**config.mk**
```make
export PLATFORM = sky130hd
export DESIGN_NAME = branch_redirect_ctrl
export DESIGN_NICKNAME = d
export VERILOG_FILES = /design/src/rtl/branch_redirect_ctrl.sv
export SDC_FILE = /design/constraint.sdc
export NUM_CORES = 1
export LEC_CHECK = 0
export ABC_AREA = 1
export BUFFER_PORTS_ARGS = -buffer_cell sky130_fd_sc_hd__clkbuf_2
export CAP_MARGIN = 20
export CORE_UTILIZATION = 41
export CTS_CLUSTER_SIZE = 16
export DETAILED_ROUTE_END_ITERATION = 10
export PLACE_DENSITY = 0.7
export SLEW_MARGIN = 20
export SYNTH_ARGS = -nofsm -noshare
export SYNTH_HDL_FRONTEND = slang
export SYNTH_SLANG_ARGS = --single-unit
export TNS_END_PERCENT = 5
```
**constraint.sdc**
```tcl
create_clock -name clk -period 2 [get_ports clk]
set_input_delay 0.1 -clock clk [delete_from_list [all_inputs] [get_ports clk]]
set_output_delay 0.1 -clock clk [all_outputs]
set_load 0.02 [all_outputs]
```
**src/rtl/branch_redirect_ctrl.sv**
```systemverilog
// Branch/jump resolution controller for the EX stage.
// Resolves BEQ/BNE/J/JR, registers the redirect target, sequences the PC
// load plus the IF/ID and ID/EX flush window, and keeps branch counters.
module branch_redirect_ctrl #(
  parameter int FLUSH_CYCLES = 2,
  parameter int CNT_WIDTH    = 16
) (
  input  logic                 clk,
  input  logic                 reset,
  input  logic                 stall,
  input  logic                 ex_valid,
  input  logic                 ex_is_branch,
  input  logic                 ex_branch_ne,
  input  logic                 ex_is_jump,
  input  logic                 ex_is_jr,
  input  logic                 ex_zero,
  input  logic [31:0]          ex_pc_plus4,
  input  logic [31:0]          ex_imm_sext,
  input  logic [25:0]          ex_jump_index,
  input  logic [31:0]          ex_rs_data,
  output logic                 pc_load,
  output logic [31:0]          pc_target,
  output logic                 flush_if_id,
  output logic                 flush_id_ex,
  output logic                 jr_misalign,
  output logic [CNT_WIDTH-1:0] taken_count,
  output logic [CNT_WIDTH-1:0] branch_count
);

  typedef enum logic [1:0] {
    IDLE     = 2'd0,
    REDIRECT = 2'd1,
    FLUSH    = 2'd2
  } state_t;

  // Remaining FLUSH cycles after the redirect cycle; unused when the window is 1.
  localparam logic [3:0] FLUSH_INIT = (FLUSH_CYCLES >= 2) ? 4'(FLUSH_CYCLES - 2) : 4'd0;

  state_t      state_reg, state_next;
  logic [3:0]  cnt_reg, cnt_next;
  logic        pc_load_reg, flush_reg, jr_misalign_reg;
  logic [31:0] pc_target_reg;
  logic [CNT_WIDTH-1:0] taken_count_reg, branch_count_reg;

  logic        accept;
  logic        sel_jr, sel_jump, sel_branch;
  logic        branch_taken, taken;
  logic [31:0] target;
  logic        misalign_next;

  // Instruction decode with jr > jump > branch priority, and target selection.
  always_comb begin
    sel_jr       = ex_is_jr;
    sel_jump     = ~ex_is_jr & ex_is_jump;
    sel_branch   = ~ex_is_jr & ~ex_is_jump & ex_is_branch;
    branch_taken = sel_branch & (ex_zero ^ ex_branch_ne);
    taken        = sel_jr | sel_jump | branch_taken;
    accept       = ex_valid & ~stall & (state_reg == IDLE);
    if (sel_jr) begin
      target = {ex_rs_data[31:2], 2'b00};
    end else if (sel_jump) begin
      target = {ex_pc_plus4[31:28], ex_jump_index, 2'b00};
    end else begin
      target = ex_pc_plus4 + (ex_imm_sext << 2);
    end
    misalign_next = accept & sel_jr & (ex_rs_data[1:0] != 2'b00);
  end

  // Next-state logic for the redirect/flush sequencer.
  always_comb begin
    state_next = state_reg;
    cnt_next   = cnt_reg;
    case (state_reg)
      IDLE: begin
        if (accept && taken) begin
          state_next = REDIRECT;
        end
      end
      REDIRECT: begin
        if (!stall) begin
          if (FLUSH_CYCLES <= 1) begin
            state_next = IDLE;
          end else begin
            state_next = FLUSH;
            cnt_next   = FLUSH_INIT;
          end
        end
      end
      FLUSH: begin
        if (!stall) begin
          if (cnt_reg == 4'd0) begin
            state_next = IDLE;
          end else begin
            cnt_next = cnt_reg - 4'd1;
          end
        end
      end
      default: begin
        state_next = IDLE;
        cnt_next   = 4'd0;
      end
    endcase
  end

  // State, registered outputs and performance counters.
  always_ff @(posedge clk) begin
    if (reset) begin
      state_reg        <= IDLE;
      cnt_reg          <= 4'd0;
      pc_load_reg      <= 1'b0;
      flush_reg        <= 1'b0;
      jr_misalign_reg  <= 1'b0;
      pc_target_reg    <= 32'd0;
      taken_count_reg  <= '0;
      branch_count_reg <= '0;
    end else begin
      state_reg       <= state_next;
      cnt_reg         <= cnt_next;
      pc_load_reg     <= (state_next == REDIRECT);
      flush_reg       <= (state_next != IDLE);
      jr_misalign_reg <= misalign_next;
      if (accept && taken) begin
        pc_target_reg <= target;
      end
      if (accept && sel_branch) begin
        branch_count_reg <= branch_count_reg + 1'b1;
      end
      if (accept && taken) begin
        taken_count_reg <= taken_count_reg + 1'b1;
      end
    end
  end

  assign pc_load      = pc_load_reg;
  assign pc_target    = pc_target_reg;
  assign flush_if_id  = flush_reg;
  assign flush_id_ex  = flush_reg;
  assign jr_misalign  = jr_misalign_reg;
  assign taken_count  = taken_count_reg;
  assign branch_count = branch_count_reg;

endmodule
```
==> results of run 1 <==
==> logic make-up after synthesis <==
kind of cell / synth area share [%]
AND/OR/NAND/NOR: 33.3
AO/OA/AOI/OAI: 18.4
buffers and inverters: 11.7
flip-flops: 25.9
adder cells (fa/ha/maj): 7.68
XOR/XNOR: 2.95
==> synth_stat cells (all sizes together) (2+ instances only) <==
| cell type | n | area (um^2) |
|---|---|---|
| nor2 | 78 | 308 |
| nor3 | 11 | 66.3 |
| inv | 144 | 543 |
| clkbuf | 22 | 82.6 |
| a221oi | 21 | 184 |
| a41oi | 7 | 61.3 |
| xnor2 | 7 | 61.3 |
| ha | 33 | 413 |
| o21a | 2 | 15.0 |
| xor2 | 12 | 105 |
| or2 | 2 | 12.5 |
| nand4 | 14 | 87.6 |
| o21bai | 5 | 37.5 |
| buf | 4 | 35.0 |
| a21oi | 76 | 380 |
| o21ai | 55 | 275 |
| dfxtp | 73 | 1460 |
| a211oi | 3 | 22.5 |
| nand3b | 5 | 37.5 |
| a31oi | 3 | 18.8 |
| a21o | 2 | 15.0 |
| nand2 | 282 | 1060 |
| nand3 | 54 | 275 |
==> final timing paths <==
kind,start,end,slack [ps],cells past startpoint
worst max-delay path,state_reg[1],pc_target[13],110,7
worst min-delay path,ex_pc_plus4[0],pc_target[0],10,3
worst min register to register,pc_target[1],pc_target[1],470,2
worst max register to register,state_reg[1],pc_target[13],110,7
==> worst max-delay path, delay by kind of cell (launching register included) <==
kind            cells  cell delay, ps
buf+inv             3             580
compound gates      2             470
simple gates        2             390
flops               1             310
==> power by group through the flow <==
| stage | sequential [mW] | clock, mW | combinational (mW) |
|---|---|---|---|
| after global routing | 1.56 | 1.70 | 1.28 |
| final | 1.55 | 1.60 | 1.14 |
| after global placement | 1.58 | 0 | 1.12 |
| after detailed placement | 1.58 | 0 | 1.13 |
| after floorplan | 1.64 | 0 | 0.658 |
| after CTS | 1.55 | 1.63 | 1.14 |
==> layer usage <==
layer / track usage (%) / part of all wire (%)
met1: 31.6 / 45
met3: 4.31 / 6.6
met2: 42.6 / 47
met5: 0 / 0
met4: 3.80 / 0.59
==> cell type report <==
| cell class | instances | area, um^2 | share of cell area (%) |
|---|---|---|---|
| Clock inverter | 5 | 55.1 | 0.767 |
| Inverter | 144 | 548 | 7.63 |
| Multi-Input combinational cell | 680 | 3530 | 49.1 |
| Sequential cell | 73 | 1460 | 20.3 |
| Tap cell | 176 | 220 | 3.07 |
| Timing Repair Buffer | 214 | 1130 | 15.7 |
| Clock buffer | 11 | 243 | 3.38 |
==> cells in the final DEF (no fill, tap or decap), types with 2 or more instances in the layout <==
cell / n
nand3b_1: 5
a211oi_1: 3
nand4_1: 14
ha_1: 33
a31oi_1: 3
clkbuf_2: 196
dfxtp_1: 73
nor2_1: 75
xnor2_1: 7
clkinv_2: 2
nand3_1: 53
nor3_1: 9
inv_1: 142
or2_2: 2
nor2_4: 2
a21o_1: 2
a21oi_1: 76
a221oi_1: 20
xor2_1: 12
clkbuf_16: 9
o21a_1: 2
buf_4: 17
nand2_1: 281
o21bai_1: 5
o21ai_0: 55
a41oi_1: 7
clkinvlp_4: 2
==> through the flow <==
step	instances	hold slack (ps)	total power, mW	worst slack (ps)
4_1_cts	1303	6.47	4.32	139
3_3_place_gp	1287	356	2.70	112
6_report	1303	12.4	4.29	113
2_1_floorplan	923	255	2.30	318
3_5_place_dp	1287	357	2.71	103
5_1_grt	1303	10.4	4.53	5.72
==> repair_timing <==
item / in CTS / in global routing
endpoints found under the setup margin: 0 / 4
hold buffers: 0 / 0
resized for setup: 0 / 4
==> results.sh, run 1 <==
export IMPL_critPathMaxStageDelay_ps=350
export IMPL_h_tree_depth=3
export IMPL_area_growth_pct=27.5
export IMPL_fin_area_um2=7180
export IMPL_cts_inserted_buffers=9
export IMPL_switchingPower_mw=1.35
export IMPL_num_io_pins=199
export IMPL_fillers=1407
export IMPL_synth_ff_type="dfxtp_1"
export IMPL_slew_violations=0
export IMPL_path_cells="inv_1, nand4_1, inv_1, nand2_1, buf_4, a221oi_1, a21oi_1"
export IMPL_ir_drop_mv=0.447
export IMPL_synthCells=923
export IMPL_ys_types=39
export IMPL_ys_ff_latch=73
export IMPL_grt_pass1_vias=5685
export IMPL_drc_errors=0
export IMPL_p_leak_nw=3.80
export IMPL_die_w_um=119
export IMPL_worst_path_max_fanout=21
export IMPL_track_usage_pct=24.4
export IMPL_cts_sinks=73
export IMPL_dp_hpwl_mm=14.1
export IMPL_antenna_left=0
export IMPL_ys_seq_area_share_pct=25.9
export IMPL_crit_slowest_cell="a221oi_1"
export IMPL_antenna_cells=0
export IMPL_clock_skew_ps=6.37
export IMPL_fin_crit_sh_pct=94.4
export IMPL_netlist_area_um2=5630
export IMPL_drt_iter0_markers=422
export IMPL_power_density_nw_per_um2=597
export IMPL_status="finished clean"
export IMPL_rows=42
export IMPL_ys_warn_count=0
export IMPL_critPathMostFrequentCell="inv_1"
export IMPL_dieArea_um2=14200
export IMPL_p_seq_share_pct=36.2
export IMPL_gr_total_overflow=0
export IMPL_final_core_util_pct=53.8
export IMPL_worstMarginPinSlew_ps=440
export IMPL_firstDrtPassIters=5
export IMPL_cts_setup_buffers=0
export IMPL_postPlaceCellArea_um2=6870
export IMPL_antenna_found_initial=0
export IMPL_initial_core_util_pct=42.2
export IMPL_internal_power_mw=2.94
export IMPL_cp_arrival_ps=2080
export IMPL_syn_nets=1088
export IMPL_end_kind="flop"
export IMPL_sw_frac_of_total_pct=31.5
export IMPL_nNetsFinal=1287
export IMPL_root_buffer="clkbuf_16"
export IMPL_startpoint_type="flop"
export IMPL_tritoncts="built"
export IMPL_hold_viol=0
export IMPL_core_area_um2=13300
export IMPL_tns_ps=0
export IMPL_power_frac_comb_pct=26.6
export IMPL_fmax_mhz=530
export IMPL_viasPerCell=5.00
export IMPL_async_flop_share_pct=0
export IMPL_clkPwrFrac_pct=37.3
export IMPL_crit_required_ps=2190
export IMPL_syn_area_per_cell_um2=6.10
export IMPL_setup_viol=0
export IMPL_largest_reg_flops=32
export IMPL_port_buffer_count=196
export IMPL_hold_path_class="input pin to flop"
export IMPL_rsz0062_at_grt="no"
export IMPL_drv_cap=0
export IMPL_crit_type="flop to flop"
export IMPL_clockBufferDepth=2
export IMPL_fin_crit_ps=1890
export IMPL_finalWeightedCongestion=0.882
export IMPL_synth_edf_count=0
export IMPL_die_y_um=119
export IMPL_relSlewSlack_pct=70.6
export IMPL_clk_pin_slew_worst_paths_ps=60
export IMPL_dr_total_vias=6518
export IMPL_grt_max_degree=24
export IMPL_routed_wl_mm=17.4
export IMPL_avgRoutedWirePerCell_um=13.4
export IMPL_grt_first_pass_wirelength_mm=27.8
export IMPL_clock_latency_ps=330
export IMPL_drive_above_1_share_pct=21.5
(Power assumes the default switching activity.)
==> run 2: changes to the inputs <==
--- a/config.mk
+++ b/config.mk
@@ -11,6 +11,7 @@
 export CORE_UTILIZATION = 41
 export CTS_CLUSTER_SIZE = 16
 export DETAILED_ROUTE_END_ITERATION = 10
+export MAX_ROUTING_LAYER = met4
 export PLACE_DENSITY = 0.7
 export SLEW_MARGIN = 20
 export SYNTH_ARGS = -nofsm -noshare
==> results.sh, run 2 (synthesized netlist as in run 1, its figures left out) <==
export IMPL_final_common_cell="nand2_1"
export IMPL_final_cell_mix="280 x nand2_1, 196 x clkbuf_2, 142 x inv_1"
export IMPL_cts_setup_buffers=0
export IMPL_power_density_nw_per_um2=602
export IMPL_dieArea_um2=14200
export IMPL_sw_frac_of_total_pct=31.7
export IMPL_clk_pin_slew_worst_paths_ps=60
export IMPL_num_io_pins=199
export IMPL_cts_resized=0
export IMPL_hold_path_class="input pin to flop"
export IMPL_die_y_um=119
export IMPL_tns_ps=0
export IMPL_dp_hpwl_mm=14.0
export IMPL_setup_viol=0
export IMPL_ff2ff_path_depth=9
export IMPL_antenna_cells=0
export IMPL_core_area_um2=13300
export IMPL_status="finished clean"
export IMPL_fin_crit_sh_pct=89.2
export IMPL_clock_latency_ps=330
export IMPL_rsz0062_at_grt="no"
export IMPL_cts_inserted_buffers=9
export IMPL_clock_skew_ps=7.47
export IMPL_largest_reg_flops=32
export IMPL_crit_type="flop to flop"
export IMPL_gr_total_overflow=0
export IMPL_initial_core_util_pct=42.2
export IMPL_root_buffer="clkbuf_16"
export IMPL_grt_first_pass_wirelength_mm=28.7
export IMPL_die_w_um=119
export IMPL_clockBufferDepth=2
export IMPL_regArea_um2=1460
export IMPL_critPathMaxStageDelay_ps=300
export IMPL_crit_start="state_reg[1]"
export IMPL_fillers=1405
export IMPL_clkPwrFrac_pct=37.5
export IMPL_hold_viol=0
export IMPL_cp_arrival_ps=2000
export IMPL_h_tree_depth=3
export IMPL_viasPerCell=5.02
export IMPL_grt_pass1_vias=5999
export IMPL_dpl_worst_slack_ps=97.3
export IMPL_antenna_found_initial=0
export IMPL_multiInputGateArea_um2=3520
export IMPL_avgRoutedWirePerCell_um=13.5
export IMPL_crit_required_ps=2220
export IMPL_dpl_cell_count=1286
export IMPL_power_frac_comb_pct=26.6
export IMPL_path_cells="inv_1, nand4_1, inv_1, nand2_2, buf_12, nor3_1, nand2_1, o21ai_0, a21oi_1"
export IMPL_cts_hold_buf=0
export IMPL_antenna_left=0
export IMPL_nNetsFinal=1286
export IMPL_dr_total_vias=6535
export IMPL_area_growth_pct=27.2
export IMPL_p_seq_share_pct=35.9
export IMPL_end_kind="flop"
export IMPL_setup_ws_ps=217
export IMPL_worst_path_max_fanout=28
export IMPL_rows=42
export IMPL_fmax_mhz=561
export IMPL_drive_above_1_share_pct=21.2
export IMPL_grt_max_degree=29
export IMPL_routed_wl_mm=17.5
export IMPL_slew_violations=0
export IMPL_hold_path_cell_count=3
export IMPL_worstMarginPinSlew_ps=445
export IMPL_drc_errors=0
export IMPL_tritoncts="built"
export IMPL_startpoint_type="flop"
export IMPL_fin_crit_ps=1780
export IMPL_finalWeightedCongestion=0.894
export IMPL_track_usage_pct=26.0
export IMPL_internal_power_mw=2.94
export IMPL_switchingPower_mw=1.37
export IMPL_ir_drop_mv=0.401
export IMPL_p_leak_nw=3.79
export IMPL_crit_slowest_cell="dfxtp_1"
export IMPL_critical_path_top_delay_family="simple AND/OR/NAND/NOR gates"
export IMPL_critPathMostFrequentCell="inv_1"
export IMPL_relSlewSlack_pct=70.0
export IMPL_firstDrtPassIters=5
export IMPL_min_from="ex_pc_plus4[1]"
export IMPL_path_buf_inv=3
export IMPL_r2r_start="state_reg[1]"
export IMPL_drv_cap=0
export IMPL_final_cells=1302
export IMPL_port_buffer_count=196
export IMPL_drt_iter0_markers=443
export IMPL_worst_path_stages=9
export IMPL_cts_sinks=73
==> run 2: path summary, 6_finish.rpt <==
path                                       end  slack, ps
worst max-delay path            taken_count[4]        220
worst min-delay path              pc_target[1]          9
worst min register to register    pc_target[0]        470
worst max register to register  taken_count[4]        220
==> run 2: cell type report <==
cell class / count / area share, %
well taps: 176 / 3.07
clock buffers: 12 / 3.44
inverters: 144 / 7.61
repair buffers: 213 / 15.7
flip-flops and latches: 73 / 20.4
clock inverters: 4 / 0.716
multi-input cells: 680 / 49.1
==> run 2: worst min-delay path: cells and delay by family <==
| family | cells | cell delay (ps) |
|---|---|---|
| compound gates | 1 | 50 |
| buf+inv | 1 | 80 |
| simple gates | 1 | 70 |
==> run 2: through the flow <==
step,power [mW],utilization [%],cell area [um^2],hold WS [ps]
3_3_place_gp,2.70,51.4,6860,358
6_report,4.31,53.7,7170,9.07
4_1_cts,4.34,53.6,7160,5.92
2_1_floorplan,2.30,-,5630,255
5_1_grt,4.55,53.7,7170,19.8
3_5_place_dp,2.71,51.4,6860,367
==> run 2: power by group through the flow <==
stage	combinational (mW)	clock (mW)	sequential (mW)
after floorplan	0.658	0	1.64
after global placement	1.12	0	1.58
after detailed placement	1.13	0	1.58
after CTS	1.14	1.65	1.55
after global routing	1.29	1.71	1.56
final	1.14	1.62	1.55
==> run 2: per-layer routing <==
metal  vias up  global-route usage, %  share of wire [%]
met5         -                      -                  0
met4         0                   5.85                1.4
met3        17                   4.74                6.8
met2       238                   43.3                 46
met1      2878                   32.5                 46
li1       3402                      -                  -
==> run 3: changes to the inputs <==
--- a/config.mk
+++ b/config.mk
@@ -8,11 +8,14 @@
 export ABC_AREA = 1
 export BUFFER_PORTS_ARGS = -buffer_cell sky130_fd_sc_hd__clkbuf_2
 export CAP_MARGIN = 20
-export CORE_UTILIZATION = 41
+export CELL_PAD_IN_SITES_DETAIL_PLACEMENT = 0
+export CELL_PAD_IN_SITES_GLOBAL_PLACEMENT = 2
+export CORE_UTILIZATION = 25
 export CTS_CLUSTER_SIZE = 16
 export DETAILED_ROUTE_END_ITERATION = 10
+export GPL_ROUTABILITY_DRIVEN = 0
 export MAX_ROUTING_LAYER = met4
-export PLACE_DENSITY = 0.7
+export PLACE_DENSITY = 0.82
 export SLEW_MARGIN = 20
 export SYNTH_ARGS = -nofsm -noshare
 export SYNTH_HDL_FRONTEND = slang
==> results.sh, run 3 (synthesized netlist as in run 1, its figures left out) <==
export IMPL_status="finished with violations"
export IMPL_violations="design-rule violations"
export IMPL_multiInputGateArea_um2=3530
export IMPL_grt_pass1_vias=6137
export IMPL_regArea_um2=1460
export IMPL_crit_start="state_reg[0]"
export IMPL_drive_above_1_share_pct=21.8
export IMPL_rrSetupSlack_ps=210
export IMPL_drc_errors=34
export IMPL_tns_ps=0
export IMPL_nNetsFinal=1290
export IMPL_r2r_start="state_reg[0]"
export IMPL_hold_viol=0
export IMPL_grt_max_degree=33
export IMPL_die_w_um=152
export IMPL_ff2ff_path_depth=8
export IMPL_core_area_um2=22000
export IMPL_clockBufferDepth=2
export IMPL_rows=54
export IMPL_worst_path_max_fanout=16
export IMPL_rsz0062_at_grt="no"
export IMPL_area_growth_pct=30.1
export IMPL_end_kind="flop"
export IMPL_setup_viol=0
export IMPL_ir_drop_mv=0.331
export IMPL_largest_reg_flops=32
export IMPL_cts_sinks=73
export IMPL_hold_path_class="input pin to flop"
export IMPL_p_leak_nw=3.81
export IMPL_relSlewSlack_pct=69.6
export IMPL_clkPwrFrac_pct=37.4
export IMPL_power_frac_comb_pct=27.0
export IMPL_avgRoutedWirePerCell_um=14.5
export IMPL_dr_total_vias=6440
export IMPL_final_cells=1410
export IMPL_viasPerCell=4.57
export IMPL_drv_cap=0
export IMPL_cts_inserted_buffers=9
export IMPL_finalPower_mw=4.36
export IMPL_crit_required_ps=2210
export IMPL_clock_skew_ps=6.07
export IMPL_sw_frac_of_total_pct=32.6
export IMPL_drt_iter0_markers=462
export IMPL_fillers=2468
export IMPL_fin_crit_sh_pct=89.5
export IMPL_clk_pin_slew_worst_paths_ps=60
export IMPL_fin_crit_ps=1790
export IMPL_switchingPower_mw=1.42
export IMPL_crit_type="flop to flop"
export IMPL_routed_wl_mm=20.4
export IMPL_p_seq_share_pct=35.6
export IMPL_crit_end="pc_target[31]"
export IMPL_antenna_found_initial=0
export IMPL_dpl_cell_count=1393
export IMPL_grt_first_pass_wirelength_mm=33.1
export IMPL_h_tree_depth=3
export IMPL_initial_core_util_pct=25.7
export IMPL_dieArea_um2=23100
export IMPL_antenna_left=0
export IMPL_cts_setup_buffers=0
export IMPL_antenna_cells=0
export IMPL_final_common_cell="nand2_1"
export IMPL_port_buffer_count=196
export IMPL_num_io_pins=199
export IMPL_internal_power_mw=2.94
export IMPL_slew_violations=0
export IMPL_final_cell_mix="280 x nand2_1, 196 x clkbuf_2, 142 x inv_1"
export IMPL_startpoint_type="flop"
export IMPL_fmax_mhz=559
export IMPL_clock_latency_ps=330
export IMPL_root_buffer="clkbuf_16"
export IMPL_r2r_end="pc_target[31]"
export IMPL_track_usage_pct=18.6
export IMPL_dp_hpwl_mm=16.7
export IMPL_power_density_nw_per_um2=595
export IMPL_die_y_um=152
export IMPL_firstDrtPassIters=8
export IMPL_gr_total_overflow=0
export IMPL_tritoncts="built"
export IMPL_cp_arrival_ps=2000
export IMPL_worstMarginPinSlew_ps=456
## run 3: cell types whose count changed in the layout (fill, tap and decap cells not counted), sizes merged
cell         before  now
dlygate4sd3       0    1
buf              17   20
clkinv            1    2
clkinvlp          1    2
inv             145  144
clkbuf          208  207
## run 3: through the flow
step	utilization [%]	setup slack, ps	instance area [um^2]	hold slack (ps)
2_1_floorplan	-	318	5630	255
3_3_place_gp	31.9	91.4	7000	354
3_5_place_dp	31.9	89.0	7000	360
4_1_cts	33.3	88.5	7310	0.0260
5_1_grt	33.4	67.7	7330	3.52
6_report	33.4	210	7330	8.70
## run 3: cell type report
cell class | instances | area share [%]
sequential | 73 | 19.9
timing repair buffer | 217 | 15.6
clock buffer | 11 | 3.31
tap | 280 | 4.78
clock inverter | 5 | 0.751
inverter | 144 | 7.44
multi-input combinational | 680 | 48.2
## run 3: timing repair
action | CTS | global route
resized for setup | 0 | 5
setup endpoints to repair | 0 | 4
hold buffers | 1 | 0
hold endpoints to repair | 1 | 0
## run 3: worst min path at each step
stage	start	end	slack, ps	depth (start not counted)
after detailed placement	ex_jump_index[0]	pc_target[2]	360	3
after global placement	ex_pc_plus4[0]	pc_target[0]	350	3
final	ex_pc_plus4[0]	pc_target[0]	9	3
after global routing	ex_pc_plus4[0]	pc_target[0]	4	3
after CTS	ex_pc_plus4[0]	pc_target[0]	0.03	3
after floorplan	reset	branch_count[8]	250	2
## run 3: critical path, stage by stage (launching register included)
cell and delay [ps]:
dfxtp_1 360, inv_1 110, nand4_1 160, inv_1 170, nand2_2 130, buf_4 220
buf_4 190, a221oi_1 220, a21oi_1 100
## run 3: layer usage
| layer | wire length, um | GRT usage (%) | part of all wire, % |
|---|---|---|---|
| met3 | 997 | 3.28 | 4.9 |
| met1 | 9950 | 24.2 | 49 |
| met4 | 184 | 3.21 | 0.90 |
| met2 | 9290 | 30.2 | 46 |
| met5 | 0 | - | 0 |
## run 3: power groups by stage
stage	clock network [mW]	logic, mW	registers, mW
2_1_floorplan	0	0.658	1.64
3_3_place_gp	0	1.18	1.58
3_5_place_dp	0	1.18	1.58
4_1_cts	1.69	1.19	1.55
5_1_grt	1.77	1.34	1.56
6_report	1.63	1.18	1.55
